==> config.mk <==
export PLATFORM = sky130hd
export DESIGN_NAME = hoplite_tx_controller
export DESIGN_NICKNAME = d
export VERILOG_FILES = /design/src/rtl/hoplite_pkg.sv /design/src/rtl/hoplite_pkt_fifo.sv /design/src/rtl/hoplite_tx_controller.sv
export SDC_FILE = /design/constraint.sdc
export NUM_CORES = 1
export LEC_CHECK = 0
export ABC_AREA = 1
export ABC_CLOCK_PERIOD_IN_PS = 8200
export BUFFER_PORTS_ARGS = -buffer_cell sky130_fd_sc_hd__buf_4
export CAP_MARGIN = 30
export CORE_ASPECT_RATIO = 0.75
export CORE_MARGIN = 3
export CORE_UTILIZATION = 40
export DETAILED_ROUTE_END_ITERATION = 16
export SETUP_SLACK_MARGIN = 0.2
export SLEW_MARGIN = 30
export SYNTH_ARGS = -nofsm -noshare
export SYNTH_HDL_FRONTEND = slang
export SYNTH_HIERARCHICAL = 1
export SYNTH_SLANG_ARGS = --single-unit
==> constraint.sdc <==
create_clock -name clk -period 8.2 [get_ports clk]
set_input_delay 0.41 -clock clk [delete_from_list [all_inputs] [get_ports clk]]
set_output_delay 0.41 -clock clk [all_outputs]
set_load 0.1 [all_outputs]
==> src/rtl/hoplite_pkg.sv <==
// Shared definitions for the Hoplite injection path: field select codes,
// default field geometry, packet width helper and drain FSM encoding.
package hoplite_pkg;

  localparam logic [3:0] SEL_X      = 4'd0;
  localparam logic [3:0] SEL_Y      = 4'd1;
  localparam logic [3:0] SEL_MCAST  = 4'd2;
  localparam logic [3:0] SEL_DONE   = 4'd3;
  localparam logic [3:0] SEL_RESULT = 4'd4;
  localparam logic [3:0] SEL_MTYPE  = 4'd5;
  localparam logic [3:0] SEL_MX     = 4'd6;
  localparam logic [3:0] SEL_MY     = 4'd7;
  localparam logic [3:0] SEL_ELEM   = 4'd8;
  localparam int         NUM_FIELDS = 9;

  localparam int DEF_COORD_BITS          = 1;
  localparam int DEF_MULTICAST_GROUP_BITS = 1;
  localparam int DEF_MATRIX_TYPE_BITS    = 1;
  localparam int DEF_MATRIX_COORD_BITS   = 8;
  localparam int DEF_MATRIX_ELEMENT_BITS = 32;

  // Bit offsets of each field (LSB) at the default geometry; elem sits at bit 0.
  localparam int DEF_OFF_ELEM   = 0;
  localparam int DEF_OFF_MY     = DEF_OFF_ELEM + DEF_MATRIX_ELEMENT_BITS;
  localparam int DEF_OFF_MX     = DEF_OFF_MY + DEF_MATRIX_COORD_BITS;
  localparam int DEF_OFF_MTYPE  = DEF_OFF_MX + DEF_MATRIX_COORD_BITS;
  localparam int DEF_OFF_RESULT = DEF_OFF_MTYPE + DEF_MATRIX_TYPE_BITS;
  localparam int DEF_OFF_DONE   = DEF_OFF_RESULT + 1;
  localparam int DEF_OFF_MCAST  = DEF_OFF_DONE + 1;
  localparam int DEF_OFF_Y      = DEF_OFF_MCAST + DEF_MULTICAST_GROUP_BITS;
  localparam int DEF_OFF_X      = DEF_OFF_Y + DEF_COORD_BITS;

  function automatic int packet_bits(input int cb, input int mgb, input int mtb,
                                     input int mcb, input int meb);
    return 2*cb + mgb + 2 + mtb + 2*mcb + meb;
  endfunction

  typedef enum logic {
    ST_IDLE = 1'b0,
    ST_SEND = 1'b1
  } drain_state_e;

endpackage

==> src/rtl/hoplite_pkt_fifo.sv <==
// Synchronous packet FIFO with registered full/empty and occupancy level.
// A pop on an empty FIFO is ignored, so push+pop when empty never forwards.
module hoplite_pkt_fifo #(
  parameter  int WIDTH = 54,
  parameter  int DEPTH = 4,
  localparam int AW    = $clog2(DEPTH),
  localparam int LW    = AW + 1
) (
  input  logic             clk,
  input  logic             reset,
  input  logic             push_i,
  input  logic             pop_i,
  input  logic [WIDTH-1:0] wdata_i,
  output logic [WIDTH-1:0] rdata_o,
  output logic             full_o,
  output logic             empty_o,
  output logic [LW-1:0]    level_o
);

  logic [DEPTH-1:0][WIDTH-1:0] mem_q;
  logic [AW-1:0]               wptr_q, wptr_d, rptr_q, rptr_d;
  logic [LW-1:0]               level_q, level_d;
  logic                        full_q, full_d, empty_q, empty_d;
  logic                        do_push, do_pop;

  assign do_pop  = pop_i && !empty_q;
  // Full FIFO still takes a push when the head leaves in the same cycle.
  assign do_push = push_i && (!full_q || do_pop);

  always_comb begin
    wptr_d  = wptr_q + AW'(do_push);
    rptr_d  = rptr_q + AW'(do_pop);
    level_d = level_q + LW'(do_push) - LW'(do_pop);
    full_d  = (level_d == LW'(DEPTH));
    empty_d = (level_d == '0);
  end

  always_ff @(posedge clk or posedge reset) begin
    if (reset) begin
      mem_q   <= '0;
      wptr_q  <= '0;
      rptr_q  <= '0;
      level_q <= '0;
      full_q  <= 1'b0;
      empty_q <= 1'b1;
    end else begin
      if (do_push) mem_q[wptr_q] <= wdata_i;
      wptr_q  <= wptr_d;
      rptr_q  <= rptr_d;
      level_q <= level_d;
      full_q  <= full_d;
      empty_q <= empty_d;
    end
  end

  assign rdata_o = mem_q[rptr_q];
  assign full_o  = full_q;
  assign empty_o = empty_q;
  assign level_o = level_q;

endmodule

==> src/rtl/hoplite_tx_controller.sv <==
// Collects CPU field stores into a staged packet, commits it into a FIFO and
// drains the FIFO into the router injection port with a valid/ready handshake.
module hoplite_tx_controller
  import hoplite_pkg::*;
#(
  parameter  int COORD_BITS           = DEF_COORD_BITS,
  parameter  int MULTICAST_GROUP_BITS = DEF_MULTICAST_GROUP_BITS,
  parameter  int MATRIX_TYPE_BITS     = DEF_MATRIX_TYPE_BITS,
  parameter  int MATRIX_COORD_BITS    = DEF_MATRIX_COORD_BITS,
  parameter  int MATRIX_ELEMENT_BITS  = DEF_MATRIX_ELEMENT_BITS,
  parameter  int FIFO_DEPTH           = 4,
  parameter  int COUNT_BITS           = 16,
  localparam int PACKET_BITS = packet_bits(COORD_BITS, MULTICAST_GROUP_BITS,
                                           MATRIX_TYPE_BITS, MATRIX_COORD_BITS,
                                           MATRIX_ELEMENT_BITS),
  localparam int LVL_W = $clog2(FIFO_DEPTH) + 1
) (
  input  logic                   clk,
  input  logic                   reset,
  input  logic                   field_we,
  input  logic [3:0]             field_sel,
  input  logic [31:0]            field_wdata,
  input  logic                   packet_complete,
  output logic                   message_out_ready,
  output logic [PACKET_BITS-1:0] pkt_out,
  output logic                   pkt_out_valid,
  input  logic                   pkt_out_ready,
  output logic [LVL_W-1:0]       fifo_level,
  output logic [COUNT_BITS-1:0]  drop_count,
  output logic [COUNT_BITS-1:0]  malformed_count
);

  logic [COORD_BITS-1:0]           x_q, x_d, y_q, y_d;
  logic [MULTICAST_GROUP_BITS-1:0] mc_q, mc_d;
  logic                            done_q, done_d, res_q, res_d;
  logic [MATRIX_TYPE_BITS-1:0]     mt_q, mt_d;
  logic [MATRIX_COORD_BITS-1:0]    mx_q, mx_d, my_q, my_d;
  logic [MATRIX_ELEMENT_BITS-1:0]  el_q, el_d;
  logic [NUM_FIELDS-1:0]           mask_q, mask_d, wr_bit;
  logic [COUNT_BITS-1:0]           drop_q, drop_d, malf_q, malf_d;
  logic [PACKET_BITS-1:0]          staged, fifo_head, pkt_q, pkt_d;
  drain_state_e                    state_q, state_d;
  logic                            sel_ok, mask_full;
  logic                            fifo_push, fifo_pop, fifo_full, fifo_empty;
  logic                            unused_wdata;

  assign unused_wdata = ^field_wdata;
  assign sel_ok       = (field_sel <= SEL_ELEM);
  assign wr_bit       = (field_we && sel_ok) ? (NUM_FIELDS'(1) << field_sel) : '0;
  assign mask_full    = &mask_q;
  assign staged       = {x_q, y_q, mc_q, done_q, res_q, mt_q, mx_q, my_q, el_q};

  // Commit always sees the registered staging state; a same-cycle write lands
  // in the next packet and contributes only its own mask bit.
  always_comb begin
    x_d    = x_q;
    y_d    = y_q;
    mc_d   = mc_q;
    done_d = done_q;
    res_d  = res_q;
    mt_d   = mt_q;
    mx_d   = mx_q;
    my_d   = my_q;
    el_d   = el_q;
    if (field_we) begin
      unique case (field_sel)
        SEL_X:      x_d    = field_wdata[COORD_BITS-1:0];
        SEL_Y:      y_d    = field_wdata[COORD_BITS-1:0];
        SEL_MCAST:  mc_d   = field_wdata[MULTICAST_GROUP_BITS-1:0];
        SEL_DONE:   done_d = field_wdata[0];
        SEL_RESULT: res_d  = field_wdata[0];
        SEL_MTYPE:  mt_d   = field_wdata[MATRIX_TYPE_BITS-1:0];
        SEL_MX:     mx_d   = field_wdata[MATRIX_COORD_BITS-1:0];
        SEL_MY:     my_d   = field_wdata[MATRIX_COORD_BITS-1:0];
        SEL_ELEM:   el_d   = field_wdata[MATRIX_ELEMENT_BITS-1:0];
        default: ;
      endcase
    end
    mask_d = (packet_complete ? '0 : mask_q) | wr_bit;
  end

  always_comb begin
    fifo_push = 1'b0;
    drop_d    = drop_q;
    malf_d    = malf_q;
    if (packet_complete) begin
      if (!mask_full) begin
        if (malf_q != '1) malf_d = malf_q + COUNT_BITS'(1);
      end else if (fifo_full && !fifo_pop) begin
        if (drop_q != '1) drop_d = drop_q + COUNT_BITS'(1);
      end else begin
        fifo_push = 1'b1;
      end
    end
  end

  always_comb begin
    state_d  = state_q;
    pkt_d    = pkt_q;
    fifo_pop = 1'b0;
    unique case (state_q)
      ST_IDLE: begin
        if (!fifo_empty) begin
          fifo_pop = 1'b1;
          pkt_d    = fifo_head;
          state_d  = ST_SEND;
        end
      end
      ST_SEND: begin
        if (pkt_out_ready) begin
          if (!fifo_empty) begin
            fifo_pop = 1'b1;
            pkt_d    = fifo_head;
          end else begin
            state_d = ST_IDLE;
          end
        end
      end
      default: state_d = ST_IDLE;
    endcase
  end

  always_ff @(posedge clk or posedge reset) begin
    if (reset) begin
      x_q     <= '0;
      y_q     <= '0;
      mc_q    <= '0;
      done_q  <= 1'b0;
      res_q   <= 1'b0;
      mt_q    <= '0;
      mx_q    <= '0;
      my_q    <= '0;
      el_q    <= '0;
      mask_q  <= '0;
      drop_q  <= '0;
      malf_q  <= '0;
      pkt_q   <= '0;
      state_q <= ST_IDLE;
    end else begin
      x_q     <= x_d;
      y_q     <= y_d;
      mc_q    <= mc_d;
      done_q  <= done_d;
      res_q   <= res_d;
      mt_q    <= mt_d;
      mx_q    <= mx_d;
      my_q    <= my_d;
      el_q    <= el_d;
      mask_q  <= mask_d;
      drop_q  <= drop_d;
      malf_q  <= malf_d;
      pkt_q   <= pkt_d;
      state_q <= state_d;
    end
  end

  hoplite_pkt_fifo #(
    .WIDTH (PACKET_BITS),
    .DEPTH (FIFO_DEPTH)
  ) u_fifo (
    .clk     (clk),
    .reset   (reset),
    .push_i  (fifo_push),
    .pop_i   (fifo_pop),
    .wdata_i (staged),
    .rdata_o (fifo_head),
    .full_o  (fifo_full),
    .empty_o (fifo_empty),
    .level_o (fifo_level)
  );

  assign message_out_ready = !fifo_full;
  assign pkt_out           = pkt_q;
  assign pkt_out_valid     = (state_q == ST_SEND);
  assign drop_count        = drop_q;
  assign malformed_count   = malf_q;

endmodule

==> impl_metrics.json, run 1 <==
{
  "status": "completed",
  "nets": 2211,
  "drc_errors": 0,
  "ant_nets": 0,
  "critPathLaunchType": "flop",
  "synth_top_family_by_area": "simple AND/OR/NAND/NOR gates",
  "first_global_vias": 14367,
  "ios": 132,
  "rows": 65,
  "ys_warn_count": 6,
  "finalHoldViolCount": 0,
  "synthToLayoutAreaGrowth_pct": 14.5,
  "final_layout_size_suffix_gt1_share_pct": 12.0,
  "vias": 14670,
  "synth_xor_area_share_pct": 0.809,
  "wl_per_cell_um": 17.9,
  "power_density_mw_per_mm2": 206,
  "cts_setup_buffers": 0,
  "yosysTopAreaCell": "dfrtp_1",
  "fin_crit_ps": 4300,
  "async_flop_share_pct": 100,
  "dp_hpwl_um": 27800,
  "cts_resized": 0,
  "core_mm2": 0.0424,
  "start_util_pct": 40.9,
  "r2r_cells": 15,
  "dpl.cell_count": 2689,
  "synthTopCellsByArea": "dfrtp_1, nand2_1, nand4_1",
  "clock-sinks": 375,
  "drtIter0Drc": 1468,
  "dr.pass1.iters": 8,
  "synthesis.instances": 2115,
  "min_period_over_period_pct": 52.5,
  "cts_root_buffer": "clkbuf_16",
  "port_buffers": 131,
  "gp_congestion": 0.803,
  "gr-total-overflow": 0,
  "slew_viol_final": 0,
  "tightest_slew_ps": 972,
  "synthSimpleGateAreaFrac_pct": 31.8,
  "syn_area_mm2": 0.0173,
  "ys_seq_area_share_pct": 54.2,
  "cts_inserted_buffers": 40,
  "clk-insertion-delay-late_ps": 540,
  "cts_hold_buffers": 1,
  "avgSynthCellArea_um2": 8.19,
  "antenna_found_initial": 1,
  "synth_edf_count": 0,
  "htree_levels": 2,
  "crit_required_ps": 8650,
  "synth_seq_cells": 375,
  "syn-num-nets": 2163,
  "cts_tree": "yes",
  "fillers": 4099,
  "clk_pin_slew_ps": 60,
  "timing.setup.tns_ps": 0,
  "ys.flop_type": "dfrtp_1",
  "rsz0062_at_grt": "no",
  "synth_top_area_share_pct": 54.0,
  "setup_viol": 0,
  "fin_cells": 2760,
  "skew_ps": 22.3,
  "holdPathStages": 2,
  "synthAdderAreaFrac_pct": 0.549,
  "timing_worst_setup_path_type": "reg2reg",
  "max_slew_margin_pct": 35.2,
  "cap_violations": 0,
  "cp-end-kind": "flop",
  "clockBufferDepth": 3,
  "dpl_cell_area_mm2": 0.0186,
  "avgViaCountPerCell": 5.32,
  "die_h_um": 186,
  "arrival_ps": 4750,
  "min_path_type": "in2reg",
  "synth.distinct_cells": 32,
  "ir_drop_mv": 0.130,
  "drt_wl_total_um": 49400,
  "grt_first_pass_wirelength_um": 80100,
  "die_w_um": 246,
  "crit_fanout": 123,
  "grt_use_total_pct": 21.7,
  "fmax_mhz": 232,
  "die_area_mm2": 0.0459,
  "grt_max_degree": 124,
  "design_area_mm2": 0.0198,
  "yosys-mux-area-fraction_pct": 1.56,
  "synth_compound_area_share_pct": 6.05,
  "p_leak_nw": 10.3
}
## area by class of cell
cell class | count | area, um^2 | share of cell area (%)
sequential | 375 | 9390 | 47.3
multi-input combinational | 1532 | 7090 | 35.7
timing repair buffer | 153 | 1170 | 5.90
inverter | 61 | 246 | 1.24
antenna | 1 | 2.50 | 0.0126
clock inverter | 4 | 22.5 | 0.114
tap | 569 | 712 | 3.59
clock buffer | 65 | 1210 | 6.08
## Yosys cell counts, types with 6 or more instances
library cell,number
xnor2_1,7
nand4_1,229
nor2_2,6
dfrtp_1,374
o21ai_1,87
nand3_1,30
inv_2,8
clkbuf_1,69
o21ai_0,119
nor2_1,199
nand2_1,795
buf_2,56
xor2_1,9
buf_1,18
inv_1,52
ha_1,6
mux2_2,21
## metal layers
metal	track usage [%]	part of all wire (%)	vias to the layer above	wire, um
li1	-	-	7080	-
met1	31.5	47	7109	23200
met2	34.4	46	410	22600
met3	2.92	5.3	71	2640
met4	5.75	1.9	0	953
met5	0	0	-	0
## path summary, 6_finish.rpt
path                                     startpoint                       endpoint  slack (ps)
hold reg to reg            u_fifo/empty_o$_DFF_PP1_        pkt_out_valid$_DFF_PP0_         460
hold / removal                      field_wdata[17]           el_q[17]$_DFFE_PP0P_          90
setup / recovery           u_fifo/empty_o$_DFF_PP1_        u_fifo/full_o$_DFF_PP0_        3900
max in group asynchronous                     reset           el_q[19]$_DFFE_PP0P_        6390
setup reg to reg           u_fifo/empty_o$_DFF_PP1_        u_fifo/full_o$_DFF_PP0_        3900
min in group asynchronous                     reset  u_fifo/mem_q[133]$_DFFE_PP0P_         530
## per-stage QoR
step / hold WS, ps / setup WS (ps) / utilization [%] / power (W)
6_report: 94.3 / 3900 / 46.8 / 0.00408
3_5_place_dp: 446 / 3770 / 43.9 / 0.00239
2_1_floorplan: 434 / 1630 / - / 0.00227
5_1_grt: 82.7 / 3490 / 46.8 / 0.00425
4_1_cts: 76.8 / 3830 / 46.8 / 0.00413
3_3_place_gp: 445 / 3500 / 43.8 / 0.00238
## cell families (layout without fill, tap and decap cells)
family	Yosys count	in the layout
adders and majority gates	7	7
other	0	1
buffers and inverters	208	283
DFF	375	375
muxes	24	24
and+or+nand+nor	1276	1276
AOI/OAI and AO/OA	209	209
xor gates and xnor gates	16	16
## where the power goes
part	total, W	leakage [nW]	switching [W]	internal (W)
Clock	0.00173	0.600	0.000725	0.00100
Sequential	0.00205	5.14	0.000121	0.00193
Combinational	0.000309	4.53	0.000222	0.0000874
## layout by cell type (no fill, tap or decap), drive strengths merged
master       count
nor2           209
a211oi           1
nand3           34
dfstp            1
buf            152
dlygate4sd3      1
or2              1
clkbuf          65
nand3b           1
ha               6
dfrtp          374
nor3             1
nand2          801
clkinvlp         1
fa               1
mux2            24
o21ai          206
xor2             9
inv             58
xnor2            7
nand4          229
clkinv           6
a21oi            2
diode            1
## critical path, cell delays in order (launching register included)
cell     delay [ps]
dfstp_2         540
inv_1            50
nand2_2          50
buf_4           580
inv_4           450
nand2_1         330
nand2_8         480
nand2_1         330
ha_1            270
inv_1            60
ha_1            130
inv_1            50
fa_1            470
inv_1            40
or2_2           280
a21oi_1         120
## sequential cells by signal, indices dropped and copies added (netlist names)
signal / flops
pkt_out_valid: 1
u_fifo/wptr_q: 2
mc_q: 1
u_fifo/level_o: 3
malformed_count: 16
el_q: 32
my_q: 8
u_fifo/mem_q: 216
res_q: 1
done_q: 1
mt_q: 1
mx_q: 8
y_q: 1
u_fifo/full_o: 1
x_q: 1
u_fifo/rptr_q: 2
u_fifo/empty_o: 1
pkt_out: 54
mask_q: 9
drop_count: 16
Note: power is estimated with default switching activity, not from simulation.
==> run 2: changes to the inputs <==
--- a/config.mk
+++ b/config.mk
@@ -6,7 +6,7 @@
 export NUM_CORES = 1
 export LEC_CHECK = 0
 export ABC_AREA = 1
-export ABC_CLOCK_PERIOD_IN_PS = 8200
+export ABC_CLOCK_PERIOD_IN_PS = 4000
 export BUFFER_PORTS_ARGS = -buffer_cell sky130_fd_sc_hd__buf_4
 export CAP_MARGIN = 30
 export CORE_ASPECT_RATIO = 0.75
==> constraint.sdc (replaced) <==
create_clock -name clk -period 4 [get_ports clk]
set_input_delay 0.2 -clock clk [delete_from_list [all_inputs] [get_ports clk]]
set_output_delay 0.2 -clock clk [all_outputs]
set_load 0.1 [all_outputs]
==> impl_metrics.json, run 2 (same netlist as run 1, synthesis figures left out) <==
{
  "layout_commonest_cell": "nand2_1",
  "crit_top_cell": "nand2_1",
  "power_frac_clock_pct": 43.1,
  "gr-total-overflow": 0,
  "crit_fanout": 80,
  "switching_power_w": 0.00225,
  "htree_levels": 2,
  "dr.pass1.iters": 5,
  "grt_max_degree": 220,
  "largest_reg_flops": 216,
  "wl_per_cell_um": 17.7,
  "slowest_stage": "buf_4",
  "power_frac_seq_pct": 49.2,
  "drc_errors": 0,
  "arrival_ps": 3390,
  "nets": 2246,
  "dpl_worst_slack_ps": 1100,
  "slowest_delay_ps": 730,
  "intPower_w": 0.00626,
  "status": "completed",
  "rows": 65,
  "synthToLayoutAreaGrowth_pct": 17.0,
  "max_slew_margin_pct": 32.0,
  "timing_worst_setup_path_type": "reg2reg",
  "drtIter0Drc": 1170,
  "vias": 14807,
  "power_density_mw_per_mm2": 420,
  "cts_resized": 0,
  "cts_setup_buffers": 0,
  "crit_required_ps": 4420,
  "ir_drop_mv": 0.314,
  "min_path_type": "in2reg",
  "dpl_cell_area_mm2": 0.0187,
  "grt_first_pass_wirelength_um": 78900,
  "critPathLaunchType": "flop",
  "fin_crit_ps": 2960,
  "slew_viol_final": 0,
  "antenna_found_initial": 0,
  "die_w_um": 246,
  "die_area_mm2": 0.0459,
  "n_antenna_cell": 0,
  "p_comb_share_pct": 7.7,
  "cp_num_buf_inv": 3,
  "fillers": 4114,
  "dp_hpwl_um": 28300,
  "critPathTopFamily": "simple AND/OR/NAND/NOR gates",
  "cts_inserted_buffers": 41,
  "start_util_pct": 40.9,
  "largest_register": "u_fifo/mem_q",
  "first_global_vias": 14269,
  "drt_wl_total_um": 49400,
  "setup_viol": 0,
  "clk_pin_slew_ps": 60,
  "tightest_slew_ps": 1020,
  "die_h_um": 186,
  "ios": 132,
  "design_area_mm2": 0.0203,
  "skew_ps": 16.5,
  "finalWorstSetupSlack_ps": 1040,
  "final_cell_mix": "nand2_1, dfrtp_1, nand4_1",
  "core_mm2": 0.0424,
  "p_leak_nw": 10.5,
  "finalHoldViolCount": 0,
  "cts_root_buffer": "clkbuf_16",
  "cp-end-kind": "flop",
  "cap_violations": 0,
  "p_sw_share_pct": 26.4,
  "hold_slack_ps": 33.0,
  "grt_use_total_pct": 21.4,
  "avgViaCountPerCell": 5.30,
  "ant_nets": 0,
  "timing.setup.tns_ps": 0,
  "min_period_over_period_pct": 74.1,
  "final_layout_size_suffix_gt1_share_pct": 12.6,
  "clock-sinks": 375,
  "gp_congestion": 0.780,
  "clk-insertion-delay-late_ps": 550,
  "clockBufferDepth": 3,
  "power_w": 0.00851,
  "path_cells": "nand2_1 > nand2_2 > inv_2 > nand2_1 > nand2_8 > buf_4 > nand3_2 > buf_12 > nand2_1 > nand2_1",
  "port_buffers": 131,
  "rsz0062_at_grt": "no",
  "cts_tree": "yes",
  "cts_hold_buffers": 28,
  "fmax_mhz": 337
}
[run 2: cell types whose count changed in the layout (fill, tap and decap cells not counted), sizes merged]
| cell | previous run | this run |
|---|---|---|
| diode | 1 | 0 |
| clkinv | 6 | 13 |
| clkinvlp | 1 | 4 |
| clkbuf | 65 | 55 |
| dlygate4sd3 | 1 | 28 |
| inv | 58 | 57 |
| buf | 152 | 159 |
[run 2: layout make-up]
class / count / area [um^2] / share of cell area, %
sequential: 375 / 9390 / 46.3
clock inverter: 13 / 77.6 / 0.383
timing repair buffer: 187 / 1550 / 7.64
inverter: 61 / 239 / 1.18
clock buffer: 55 / 1210 / 5.98
tap: 569 / 712 / 3.51
multi-input combinational: 1532 / 7090 / 35.0
[run 2: final timing paths]
| kind | from | to | slack (ps) | cells after the start |
|---|---|---|---|---|
| setup / recovery | pkt_out_valid$_DFF_PP0_ | u_fifo/mem_q[156]$_DFFE_PP0P_ | 1040 | 10 |
| hold / removal | field_wdata[7] | mx_q[7]$_DFFE_PP0P_ | 30 | 3 |
| setup reg to reg | pkt_out_valid$_DFF_PP0_ | u_fifo/mem_q[156]$_DFFE_PP0P_ | 1040 | 10 |
| min in group asynchronous | reset | pkt_out[25]$_DFFE_PP0P_ | 130 | 3 |
| max in group asynchronous | reset | el_q[6]$_DFFE_PP0P_ | 2840 | 4 |
| hold reg to reg | u_fifo/empty_o$_DFF_PP1_ | pkt_out_valid$_DFF_PP0_ | 450 | 1 |
[run 2: through the flow]
step                      utilization (%)  std cells
after floorplan                         -       2115
after global placement               44.1       2696
after detailed placement             44.1       2696
after CTS                            47.8       2792
after global routing                 47.8       2792
final                                47.8       2792
[run 2: worst min-delay path: cells and delay by family]
| family | cells | cell delay (ps) |
|---|---|---|
| compound gates | 1 | 170 |
| buf+inv | 2 | 170 |
[run 2: routing by layer]
| metal | up-vias | track usage (%) | wire (um) |
|---|---|---|---|
| met1 | 7156 | 30.9 | 22700 |
| met4 | 0 | 5.58 | 953 |
| li1 | 7135 | - | - |
| met5 | - | 0 | 0 |
| met3 | 77 | 3.41 | 3030 |
| met2 | 439 | 33.9 | 22700 |
[run 2: power groups by stage]
stage          logic (W)  clock network (W)  registers, W
6_report        0.000656            0.00366       0.00419
5_1_grt         0.000721            0.00390       0.00421
4_1_cts         0.000665            0.00376       0.00418
3_5_place_dp    0.000642                  0       0.00425
3_3_place_gp    0.000630                  0       0.00424
2_1_floorplan   0.000247                  0       0.00441
